[config.mk]
export PLATFORM = sky130hd
export DESIGN_NAME = hash_matrix_loader
export DESIGN_NICKNAME = d
export VERILOG_FILES = /design/src/rtl/hash_matrix_loader.sv
export SDC_FILE = /design/constraint.sdc
export NUM_CORES = 1
export LEC_CHECK = 0
export ABC_CLOCK_PERIOD_IN_PS = 2800
export CAP_MARGIN = 10
export CORE_UTILIZATION = 60
export CTS_CLUSTER_SIZE = 10
export DETAILED_ROUTE_END_ITERATION = 10
export DONT_BUFFER_PORTS = 1
export HOLD_SLACK_MARGIN = 0.15
export PLACE_DENSITY = 0.78
export SLEW_MARGIN = 20
export SYNTH_ARGS = -nofsm -noshare
export SYNTH_HDL_FRONTEND = slang
export SYNTH_SLANG_ARGS = --single-unit
[constraint.sdc]
create_clock -name clk -period 2.8 [get_ports clk]
set_input_delay 0.42 -clock clk [delete_from_list [all_inputs] [get_ports clk]]
set_output_delay 0.42 -clock clk [all_outputs]
set_load 0.05 [all_outputs]
[src/rtl/hash_matrix_loader.sv]
`default_nettype none
// ============================================================================
// Module   : hash_matrix_loader
// Purpose  : Loads H3 hash matrices for the cuckoo tables row by row into a
//            shadow buffer over a valid/ready stream. It then swaps the
//            complete set into the active register in one step, and only
//            while the lookup/insert datapath reports idle.
// Revision : 1.0 - initial release
// ----------------------------------------------------------------------------
// Ports
//   clk            : clock, rising edge
//   rst_n          : asynchronous active-low reset
//   load_start_i   : pulse, begin loading a new matrix set (IDLE only)
//   load_abort_i   : pulse, drop a partial load / pending swap
//   row_data_i     : one matrix row (KEY_WIDTH bits)
//   row_valid_i    : row_data_i is valid
//   row_ready_o    : a row is accepted this cycle when valid is also high
//   busy_i         : datapath has operations in flight, so the swap waits
//   matrixes_o     : active matrix set, row (t,r) at [(t*H+r)*K +: K]
//   matrix_valid_o : at least one set has been committed since reset
//   swap_done_o    : one-cycle pulse after a commit
//   loading_o      : a load or a pending swap is in progress
//   epoch_o        : commit counter, wraps 255 -> 0
// ============================================================================
module hash_matrix_loader #(
    parameter int NUMBER_OF_TABLES = 4,
    parameter int HASH_ADR_WIDTH   = 5,
    parameter int KEY_WIDTH        = 2
) (
    input  logic                                                clk,
    input  logic                                                rst_n,
    input  logic                                                load_start_i,
    input  logic                                                load_abort_i,
    input  logic [KEY_WIDTH-1:0]                                row_data_i,
    input  logic                                                row_valid_i,
    output logic                                                row_ready_o,
    input  logic                                                busy_i,
    output logic [NUMBER_OF_TABLES*HASH_ADR_WIDTH*KEY_WIDTH-1:0] matrixes_o,
    output logic                                                matrix_valid_o,
    output logic                                                swap_done_o,
    output logic                                                loading_o,
    output logic [7:0]                                          epoch_o
);

    localparam int c_ROWS  = NUMBER_OF_TABLES * HASH_ADR_WIDTH;
    localparam int c_CNT_W = (c_ROWS > 1) ? $clog2(c_ROWS) : 1;
    localparam int c_MAT_W = c_ROWS * KEY_WIDTH;
    localparam logic [c_CNT_W-1:0] c_LAST_ROW = c_CNT_W'(c_ROWS - 1);

    localparam logic [1:0] c_ST_IDLE = 2'd0;
    localparam logic [1:0] c_ST_LOAD = 2'd1;
    localparam logic [1:0] c_ST_WAIT = 2'd2;

    logic [1:0]           r_state;
    logic [1:0]           w_state_nxt;
    logic [c_CNT_W-1:0]   r_cnt;
    logic [KEY_WIDTH-1:0] r_shadow [c_ROWS];
    logic [c_MAT_W-1:0]   w_shadow_flat;
    logic [c_MAT_W-1:0]   r_matrixes;
    logic                 r_valid;
    logic                 r_swap_done;
    logic [7:0]           r_epoch;
    logic                 w_start;
    logic                 w_accept;
    logic                 w_commit;

    // ------------------------------------------------------------------------
    // FSM: state register
    // ------------------------------------------------------------------------
    always_ff @(posedge clk or negedge rst_n) begin
        if (!rst_n) begin
            r_state <= c_ST_IDLE;
        end else begin
            r_state <= w_state_nxt;
        end
    end

    // ------------------------------------------------------------------------
    // FSM: next state. Abort wins over both row acceptance and the swap.
    // ------------------------------------------------------------------------
    always_comb begin
        w_state_nxt = r_state;
        case (r_state)
            c_ST_IDLE: begin
                if (load_start_i) begin
                    w_state_nxt = c_ST_LOAD;
                end
            end
            c_ST_LOAD: begin
                if (load_abort_i) begin
                    w_state_nxt = c_ST_IDLE;
                end else if (row_valid_i && (r_cnt == c_LAST_ROW)) begin
                    w_state_nxt = c_ST_WAIT;
                end
            end
            c_ST_WAIT: begin
                if (load_abort_i || !busy_i) begin
                    w_state_nxt = c_ST_IDLE;
                end
            end
            default: w_state_nxt = c_ST_IDLE;
        endcase
    end

    // ------------------------------------------------------------------------
    // FSM: outputs and strobes, all decoded from the state register so that
    // row_ready_o has no combinational path from row_valid_i.
    // ------------------------------------------------------------------------
    always_comb begin
        row_ready_o = 1'b0;
        loading_o   = 1'b0;
        w_start     = 1'b0;
        w_accept    = 1'b0;
        w_commit    = 1'b0;
        case (r_state)
            c_ST_IDLE: begin
                w_start = load_start_i;
            end
            c_ST_LOAD: begin
                row_ready_o = 1'b1;
                loading_o   = 1'b1;
                w_accept    = row_valid_i && !load_abort_i;
            end
            c_ST_WAIT: begin
                loading_o = 1'b1;
                w_commit  = !busy_i && !load_abort_i;
            end
            default: ;
        endcase
    end

    // Flatten the shadow rows with the same packing used by the active set.
    for (genvar g = 0; g < c_ROWS; g++) begin : g_pack
        assign w_shadow_flat[g*KEY_WIDTH +: KEY_WIDTH] = r_shadow[g];
    end

    // ------------------------------------------------------------------------
    // Datapath. The shadow is not cleared on start because every entry is
    // rewritten before a commit can happen.
    // ------------------------------------------------------------------------
    always_ff @(posedge clk or negedge rst_n) begin
        if (!rst_n) begin
            r_cnt       <= '0;
            r_matrixes  <= '0;
            r_valid     <= 1'b0;
            r_swap_done <= 1'b0;
            r_epoch     <= 8'd0;
            for (int i = 0; i < c_ROWS; i++) begin
                r_shadow[i] <= '0;
            end
        end else begin
            r_swap_done <= w_commit;
            if (w_start) begin
                r_cnt <= '0;
            end else if (w_accept) begin
                r_cnt <= r_cnt + 1'b1;
            end
            if (w_accept) begin
                r_shadow[r_cnt] <= row_data_i;
            end
            if (w_commit) begin
                r_matrixes <= w_shadow_flat;
                r_valid    <= 1'b1;
                r_epoch    <= r_epoch + 8'd1;
            end
        end
    end

    assign matrixes_o     = r_matrixes;
    assign matrix_valid_o = r_valid;
    assign swap_done_o    = r_swap_done;
    assign epoch_o        = r_epoch;

endmodule
`default_nettype wire
==> results of run 1 <==
[per-stage QoR]
step | std cells | hold WS [ns] | utilization (%)
floorplan | 279 | 0.124 | -
global placement | 346 | 0.127 | 63.2
detailed placement | 346 | 0.127 | 63.2
CTS | 364 | 0.190 | 66.8
global route | 364 | 0.185 | 66.8
finish | 364 | 0.207 | 66.8
[metal layers]
metal  up-vias  track usage [%]  wire, um
met1      1100             27.5      2970
met2        49             32.8      3180
met4         0             9.71        87
li1        983                -         -
met3         9             6.43       406
met5         -                0         0
[cells in the final DEF (no fill, tap or decap), drive strengths merged, types with 2 or more instances in the layout]
master,Yosys,layout
dfrtp,97,97
nor3,4,4
nand3,2,2
clkbuf,5,12
and3,2,2
nand2b,3,3
nand2,20,20
inv,6,6
buf,7,3
nor3b,3,3
nand3b,3,3
ha,8,8
a21oi,3,3
and2,2,2
nor2,3,3
o21ai,2,2
and4b,4,4
xnor2,9,9
mux2,81,81
nand4,4,4
clkinv,1,4
[worst max-delay path: cells and delay by family, from the launching register on]
kind,cells,cell delay [ns]
XOR/XNOR,1,0.18
adder cells (fa/ha/maj),1,0.17
buffers and inverters,2,0.47
flip-flops,1,0.39
AND/OR/NAND/NOR,2,0.57
[logic make-up (layout without fill, tap and decap cells)]
logic type / Yosys count / in the layout
compound gates: 10 / 10
xor+xnor: 9 / 9
fa+ha+maj: 8 / 8
buf+inv: 19 / 27
flops: 97 / 97
mux: 82 / 82
simple gates: 54 / 54
[cell type report]
cell class,count,share of cell area [%]
Tap cell,77,2.26
Multi-Input combinational cell,163,34.5
Inverter,7,0.645
Timing Repair Buffer,4,1.23
Clock inverter,4,0.616
Sequential cell,97,56.9
Clock buffer,12,3.87
[timing repair]
| action | in CTS | in global routing |
|---|---|---|
| hold buffers | 2 | 0 |
| setup buffers | 0 | 0 |
| hold endpoints to repair | 97 | 0 |
[power groups by stage]
stage | registers [mW] | logic (mW) | clock network (mW)
6_report | 1.50 | 0.290 | 0.850
2_1_floorplan | 1.51 | 0.224 | 0
4_1_cts | 1.50 | 0.295 | 0.878
3_5_place_dp | 1.53 | 0.262 | 0
3_3_place_gp | 1.52 | 0.253 | 0
5_1_grt | 1.51 | 0.327 | 0.922
[worst min path at each step]
stage                             start              to  cells after the start
final                     row_data_i[0]     r_shadow[0]                      1
after global routing      row_data_i[0]     r_shadow[0]                      1
after CTS                 row_data_i[0]     r_shadow[0]                      1
after detailed placement          rst_n  matrixes_o[35]                      0
after global placement            rst_n  matrix_valid_o                      0
after floorplan                   rst_n      epoch_o[0]                      0
[state kept, by name (all words and copies together), names as in the netlist]
register,count
matrixes_o,40
r_shadow,40
epoch_o,8
matrix_valid_o,1
r_state,2
r_cnt,5
swap_done_o,1
==> run_results.csv, run 1 <==
group,metric,value,unit
logic_synthesis,synth-simple-area-share,7.62,%
clocking,cts_resized,0,
cells_and_area,final_area,4270,sq um
critical_path,cp_max_fo,29,
die,coreArea,6390,sq um
cells_and_area,regArea,2430,sq um
grt,grt_pass1_vias,2296,
placement,dp_slack,0.846,ns
power_and_ir_drop,power_per_cell_area,619,nW/um^2
power_and_ir_drop,comb_power_share,11.0,%
cells_and_area,multiInputGateArea,1470,sq um
logic_synthesis,ys_top_cells_by_count,"dfrtp_1, mux2_2, nand2_1",
critical_path,slowest_stage,"dfrtp_1",
drt,dr.pass1.iters,4,
critical_path,required,3.02,ns
critical_path,slowest_delay,0.39,ns
power_and_ir_drop,swShare,25.7,%
grt,grt_antenna_before_repair,0,
critical_path,critical_path.endpoint,"epoch_o[5]",
sta,relSlewSlack,60.6,%
logic_synthesis,yosysTopAreaCell,"dfrtp_1",
die,core.rowCount,29,
logic_synthesis,yosysMostFrequentCell,"dfrtp_1",
logic_synthesis,async_reset_ff_share,100,%
grt,grt_use_total,21.1,%
critical_path,worstRegToRegCells,6,
logic_synthesis,ys_types,36,
logic_synthesis,synth_edf_count,0,
power_and_ir_drop,p_clk_share,32.2,%
logic_synthesis,yosys_warnings,0,
die,die_x,83.7,um
clocking,clk_pin_slew,0.09,ns
placement,place_area,4040,sq um
logic_synthesis,synth_area_leaders,"dfrtp_1, mux2_2, ha_1",
critical_path,reg2reg_from,"r_state[0]",
cells_and_area,area_growth,6.46,%
placement,hpwlAfterDp,4290,um
logic_synthesis,synth_ff_type,"dfrtp_1",
sta,hold_viol_final,0,
sta,skew,0.0100,ns
clocking,cts.sinks,97,
power_and_ir_drop,total_power,2.64,mW
clocking,h-tree-depth,3,
die,fp.dieArea,7010,sq um
critical_path,arrival,2.14,ns
cells_and_area,drive_gt1_share,34.8,%
logic_synthesis,synthAdderAreaFrac,2.50,%
sta,rsz0062_at_grt,"false",
clocking,cts_made_buffers,9,
power_and_ir_drop,power_leakage,2.15,nW
placement,io_buffers,0,
critical_path,path_cells,"inv_1 > ha_1 > or3b_1 > clkinv_2 > nand4_1 > xnor2_1",
power_and_ir_drop,p_switching,677,uW
logic_synthesis,synth_top_area_share,60.6,%
drt,drt_wl_total,6650,um
clocking,cts_tree,"done",
power_and_ir_drop,seq_power_share,56.8,%
critical_path,criticalPathCategory,"reg2reg",
run,maxCapViolCount,0,
sta,fin_crit_sh,68.6,%
sta,fmax,520,MHz
clocking,cts_buffer_depth,2,
drt,drc_errors,0,
critical_path,worst_setup_path_end_kind,"flip-flop",
grt,grt_start_max_net_pins,98,
logic_synthesis,syn_area,4010,sq um
logic_synthesis,syn_avg_cell_area,14.4,sq um
power_and_ir_drop,intPower,1.96,mW
die,pin_count,60,
drt,drt_iter0_markers,64,
die,initial_core_util,62.7,%
grt,grt_pass1_wl,11400,um
logic_synthesis,synth_fp_nets,295,
placement,routabilityCongestion,0.772,
hold_path,hold_path_class,"in2reg",
clocking,clock_latency,0.36,ns
logic_synthesis,synth_top_family_by_area,"multiplexers",
drt,vias_per_cell,5.88,
logic_synthesis,muxShareOfSynthArea,23.0,%
drt,final_antenna_net_count,0,
cells_and_area,diodes,0,
logic_synthesis,synth-xor-area-share,1.97,%
sta,tightest_slew,0.591,ns
drt,vias,2141,
run_status,status,"completed",
drt,routedWlPerCell,18.3,um
critical_path,reg2reg_to,"epoch_o[5]",
critical_path,crit_path_start,"r_state[0]",
logic_synthesis,synth_compound_area_share,1.59,%
clocking,cts.root.buffer_cell,"clkbuf_8",
logic_synthesis,synth-seq-area-share,60.6,%
cells_and_area,fin_nets,298,
critical_path,crit_path_start_kind,"flip-flop",
logic_synthesis,ys_ff_latch,97,
sta,layout_min_cycle_time,1.92,ns
sta,setup_viol,0,
logic_synthesis,syn_inst,279,
critical_path,r2r_setup_slack,0.88,ns
die,dieHeight,83.7,um
sta,finalWorstSetupSlack,0.879,ns
sta,fin_tns_setup,0,ns
grt,grt_overflow_total,0,
power_and_ir_drop,peakVddDrop,0.000454,V
cells_and_area,num-fill-cells,452,
sta,final_max_slew_viol_count,0,
(Power assumes the default switching activity.)
==> run 2, diff against run 1 <==
--- a/config.mk
+++ b/config.mk
@@ -5,14 +5,14 @@
 export SDC_FILE = /design/constraint.sdc
 export NUM_CORES = 1
 export LEC_CHECK = 0
-export ABC_CLOCK_PERIOD_IN_PS = 2800
+export ABC_CLOCK_PERIOD_IN_PS = 1750
 export CAP_MARGIN = 10
-export CORE_UTILIZATION = 60
+export CORE_UTILIZATION = 56
 export CTS_CLUSTER_SIZE = 10
 export DETAILED_ROUTE_END_ITERATION = 10
 export DONT_BUFFER_PORTS = 1
 export HOLD_SLACK_MARGIN = 0.15
-export PLACE_DENSITY = 0.78
+export PLACE_DENSITY = 0.76
 export SLEW_MARGIN = 20
 export SYNTH_ARGS = -nofsm -noshare
 export SYNTH_HDL_FRONTEND = slang
==> constraint.sdc (replaced) <==
create_clock -name clk -period 1.75 [get_ports clk]
set_input_delay 0.2625 -clock clk [delete_from_list [all_inputs] [get_ports clk]]
set_output_delay 0.2625 -clock clk [all_outputs]
set_load 0.05 [all_outputs]
==> run_results.csv, run 2 (synthesis gave the netlist of run 1 again) <==
group,metric,value,unit
run_status,status,"finished, violations left",
run_status,violations,"hold timing",
drt,vias,2246,
placement,routabilityCongestion,0.764,
die,dieHeight,86.6,um
critical_path,crit_path_start_kind,"flip-flop",
critical_path,cp_max_fo,16,
clocking,cts_tree,"done",
clocking,cts.hold.buffers_added,3,
sta,layout_min_cycle_time,1.73,ns
sta,tightest_slew,0.785,ns
power_and_ir_drop,peakVddDrop,0.000867,V
power_and_ir_drop,seq_power_share,54.1,%
clocking,cts_setup_buffers,0,
drt,drt_wl_total,6900,um
cells_and_area,diodes,0,
sta,fin_crit_sh,98.8,%
placement,io_buffers,0,
drt,wl_met2,3270,um
hold_path,hold_path_class,"in2async",
sta,hold_viol_final,97,
power_and_ir_drop,p_switching,1.08,mW
placement,hpwlAfterDp,4570,um
die,die_x,86.6,um
cells_and_area,area_growth,12.3,%
drt,final_antenna_net_count,0,
grt,grt_pass1_wl,11400,um
clocking,clock_latency,0.36,ns
clocking,clk_pin_slew,0.09,ns
sta,relSlewSlack,47.5,%
drt,met1_length,3030,um
grt,grt_pass1_vias,2322,
critical_path,slowest_delay,0.43,ns
cells_and_area,fin_nets,319,
die,pin_count,60,
power_and_ir_drop,p_clk_share,33.6,%
die,initial_core_util,58.3,%
critical_path,worst_setup_path_end_kind,"flip-flop",
clocking,cts.sinks,97,
drt,drt_iter0_markers,62,
drt,dr_wl_met3,415,um
clocking,cts.root.buffer_cell,"clkbuf_8",
die,core.rowCount,30,
power_and_ir_drop,total_power,4.46,mW
cells_and_area,final_cell_mix,"dfrtp_1, mux2_2, nand2_1, buf_4",
power_and_ir_drop,power_per_cell_area,990,nW/um^2
grt,grt_overflow_total,0,
power_and_ir_drop,intPower,3.38,mW
sta,setup_viol,0,
grt,grt_antenna_before_repair,0,
critical_path,slowest_stage,"dfrtp_1",
die,coreArea,6870,sq um
sta,final_max_slew_viol_count,0,
critical_path,criticalPathCategory,"reg2reg",
clocking,cts_made_buffers,9,
drt,dr.pass1.iters,4,
cells_and_area,layout.cells.non_filler,402,
placement,place_inst,385,
drt,highest_layer,"met4",
critical_path,path_cells,"inv_2 > ha_1 > or3b_4 > clkinv_2 > buf_12 > mux2_1",
cells_and_area,final_common_cell,"dfrtp_1",
power_and_ir_drop,comb_power_share,12.3,%
sta,rsz0062_at_grt,"true",
sta,fmax,578,MHz
power_and_ir_drop,swShare,24.2,%
run,maxCapViolCount,0,
drt,drc_errors,0,
critical_path,arrival,1.96,ns
sta,whs,-0.410,ns
clocking,h-tree-depth,3,
clocking,cts_buffer_depth,2,
cells_and_area,drive_gt1_share,40.2,%
drt,routedWlPerCell,17.2,um
critical_path,required,1.98,ns
sta,skew,0.00923,ns
power_and_ir_drop,power_leakage,2.26,nW
drt,vias_per_cell,5.59,
die,fp.dieArea,7500,sq um
grt,grt_start_max_net_pins,98,
grt,grt_use_total,20.8,%
[run 2: changes by cell type in the layout (fill, tap and decap cells not counted), moves of 2 or more]
cell / before / now
ha_4: 0 / 2
bufinv_16: 0 / 2
nor3_2: 0 / 2
clkbuf_8: 12 / 9
buf_4: 2 / 20
ha_1: 8 / 6
inv_2: 0 / 2
dlygate4sd3_1: 1 / 3
inv_1: 6 / 4
nor3_1: 4 / 2
buf_12: 0 / 2
[run 2: area by class of cell]
class                   count  area, sq um
inverters                   7         27.5
clock inverters             4         70.1
multi-input cells         163         1510
well taps                  96          120
repair buffers             25          220
flip-flops and latches     97         2430
clock buffers              10          128
fillers                   507         2370
[run 2: final timing paths]
kind | start | to | slack (ns) | cells past startpoint
max in group asynchronous | rst_n | epoch_o[5] | 2.02 | 0
min reg2reg | r_shadow[18] | matrixes_o[20] | 0.50 | 1
min in group clk | load_start_i | r_state[1] | 0.17 | 2
min | rst_n | epoch_o[7] | -0.41 | 0
max reg2reg | r_state[0] | matrixes_o[19] | 0.02 | 6
max | r_state[0] | matrixes_o[19] | 0.02 | 6
[run 2: through the flow]
| stage | setup WS, ns | TNS [ns] | area [sq um] | util [%] |
|---|---|---|---|---|
| after CTS | 0.0318 | 0 | 4470 | 65.0 |
| after global routing | -0.0274 | -0.207 | 4500 | 65.5 |
| after global placement | 0.0728 | 0 | 4240 | 61.7 |
| final | 0.0206 | 0 | 4500 | 65.5 |
| after detailed placement | 0.0513 | 0 | 4240 | 61.7 |
| after floorplan | -0.0815 | -0.428 | 4010 | - |
[run 2: repair_timing]
| item | CTS | global route |
|---|---|---|
| endpoints found under the hold margin | 138 | 97 |
| cloned | 0 | 0 |
| endpoints found under the setup margin | 1 | 25 |
| resized for setup | 1 | 6 |
| pin swaps | 0 | 1 |
[run 2: routing by layer]
metal,GRT usage (%),up-vias
met5,0,-
met4,11.4,0
met3,6.48,18
met2,32.3,58
met1,26.0,1152
li1,-,1018
[run 2: critical path: cells and delay by family (launching register included)]
kind | cells | cell delay [ns]
DFF | 1 | 0.43
muxes | 1 | 0.33
buffers and inverters | 3 | 0.30
and+or+nand+nor | 1 | 0.38
adders and majority gates | 1 | 0.15
[run 2: power groups by stage]
stage	clock network [mW]	logic [mW]	registers, mW
finish	1.50	0.548	2.41
global route	1.63	0.594	2.42
CTS	1.53	0.507	2.40
detailed placement	0	0.474	2.45
global placement	0	0.457	2.44
floorplan	0	0.364	2.42
==> RTL edit (flow settings as in run 2) <==
Change the parameter `KEY_WIDTH` from 2 to 4.
--- a/src/rtl/hash_matrix_loader.sv
+++ b/src/rtl/hash_matrix_loader.sv
@@ -25,7 +25,7 @@
 module hash_matrix_loader #(
     parameter int NUMBER_OF_TABLES = 4,
     parameter int HASH_ADR_WIDTH   = 5,
-    parameter int KEY_WIDTH        = 2
+    parameter int KEY_WIDTH        = 4
 ) (
     input  logic                                                clk,
     input  logic                                                rst_n,
Interface: changed (resized matrixes_o and row_data_i); port bits go from 60 to 102. The function was not compared with the original's and may differ.
==> RTL edit against run 2 <==
The flow finishes with violations (negative hold slack, negative setup slack). First-iteration DRC count rose to 3.2 times the old value. Worst setup slack worse by 34 ps. Via count grew 64%. Non-clock buffer count grew 10. Wire length rose by 96%. Total power up 97%. Synthesized area increased by 73%. Sequential cell count rose by 80. Count of clock-buffer cells in the layout up 10. Design area increased by 80%. Critical path type unchanged. Critical endpoint is now matrixes_o[76].
==> RTL edit: results (changes against run 2) <==
status: finished with violations (unchanged)
violated checks: negative hold slack, negative setup slack (was negative hold slack)
Worst-Margin Slew: 1020 ps (was 785 ps)
TNS Setup: -46.0 ps (was 0 ps)
post-synthesis compound-gate area fraction: 0.868% (was 1.59%)
ratio of cells with drive above 1 in the final layout: 50.2% (was 40.2%)
Total GRT Usage: 21.7% (was 20.8%)
xor/xnor cell area share of the yosys netlist: 1.14% (was 1.97%)
DP Cell Count: 588 (was 385)
clock-net power: 0.00374 W (was 0.00150 W)
setup ws final: -13.4 ps (was 20.6 ps)
final hold violation count: 177 (was 97)
top post-synthesis cells by area: dfrtp_1 (64%), mux2_2 (26%), ha_1 (1.4%) (was dfrtp_1 (61%), mux2_2 (22%), ha_1 (2.5%))
Final nets: 494 (was 319)
via count: 3690 (was 2246)
H-tree Lvls: 4 (was 3)
Synth top cells by count: dfrtp_1 (177), mux2_2 (158), nand2_1 (18) (was dfrtp_1 (97), mux2_2 (78), nand2_1 (20))
Post-DP HPWL: 8020 um (was 4570 um)
P_comb: 0.000648 W (was 0.000548 W)
placed standard-cell area: 7200 um2 (was 4240 um2)
Worst Skew: 8.43 ps (was 9.23 ps)
worst hold slack: -456 ps (was -410 ps)
total CTS buffers: 17 (was 9)
mux share of post-synthesis cell area: 26.3% (was 23.0%)
Critical Path Max Stage Delay: 400 ps (was 430 ps)
syn_nets: 460 (was 295)
Setup-failing EPs final: 11 (was 0)
first-pass GRT wire length: 20700 um (was 11400 um)
delay-heaviest family, CP: buffers and inverters (was flip-flops)
largest net degree at the start of global routing: 178 (was 98)
DRT iter0 DRCs: 196 (was 62)
synthesized area per cell: 15.7 um2 (was 14.4 um2)
Arr. time, crit path: 2060 ps (was 1960 ps)
FILL cells: 842 (was 507)
insertion delay to the later sink of the worst-skew pair: 420 ps (was 360 ps)
critical-path maximum fanout: 7 (was 16)
## RTL edit: changes by cell type after synthesis, sizes merged, moves of 2 or more
| cell | before | now |
|---|---|---|
| nand2 | 20 | 18 |
| and2b | 0 | 4 |
| buf | 7 | 12 |
| clkbuf | 5 | 8 |
| mux2 | 81 | 161 |
| nor3 | 4 | 1 |
| a2bb2oi | 0 | 2 |
| dfrtp | 97 | 177 |
| a31oi | 1 | 3 |
## RTL edit: layer usage
layer / part of all wire [%] / routed length, um / global-route usage (%)
met1: 44 / 6000 / 27.4
met5: 0 / 0 / 0
met3: 4.9 / 667 / 6.48
met4: 1.3 / 176 / 7.89
met2: 49 / 6680 / 35.6
## RTL edit: path summary, 6_finish.rpt
check                                  to  slack, ps  depth (start not counted)          from
max                        matrixes_o[76]        -10                          7    r_state[0]
min                            epoch_o[5]       -460                          0         rst_n
max reg2reg                matrixes_o[76]        -10                          7    r_state[0]
min reg2reg                   r_shadow[3]        500                          1   r_shadow[3]
max in group asynchronous  matrixes_o[36]       2010                          0         rst_n
min in group clk                 r_cnt[3]        170                          3  load_abort_i
## RTL edit: cell type report
cell class	count	area (um2)	area share (%)
Tap cell	147	184	2.27
Clock buffer	20	457	5.63
Inverter	5	18.8	0.231
Sequential cell	177	4430	54.6
Multi-Input combinational cell	240	2500	30.8
Timing Repair Buffer	35	400	4.93
Clock inverter	11	129	1.59
## RTL edit: what timing repair did
item,CTS,global route
buffers inserted,4,2
gates resized for setup,8,31
setup endpoints to repair,99,121
gates cloned,1,2
endpoints found under the hold margin,264,177
## RTL edit: worst register-to-register path, delay by kind of cell (launching register included)
family,cells,cell delay (ps)
fa+ha+maj,1,140
buf+inv,4,560
flops,1,400
mux,1,340
simple gates,1,210
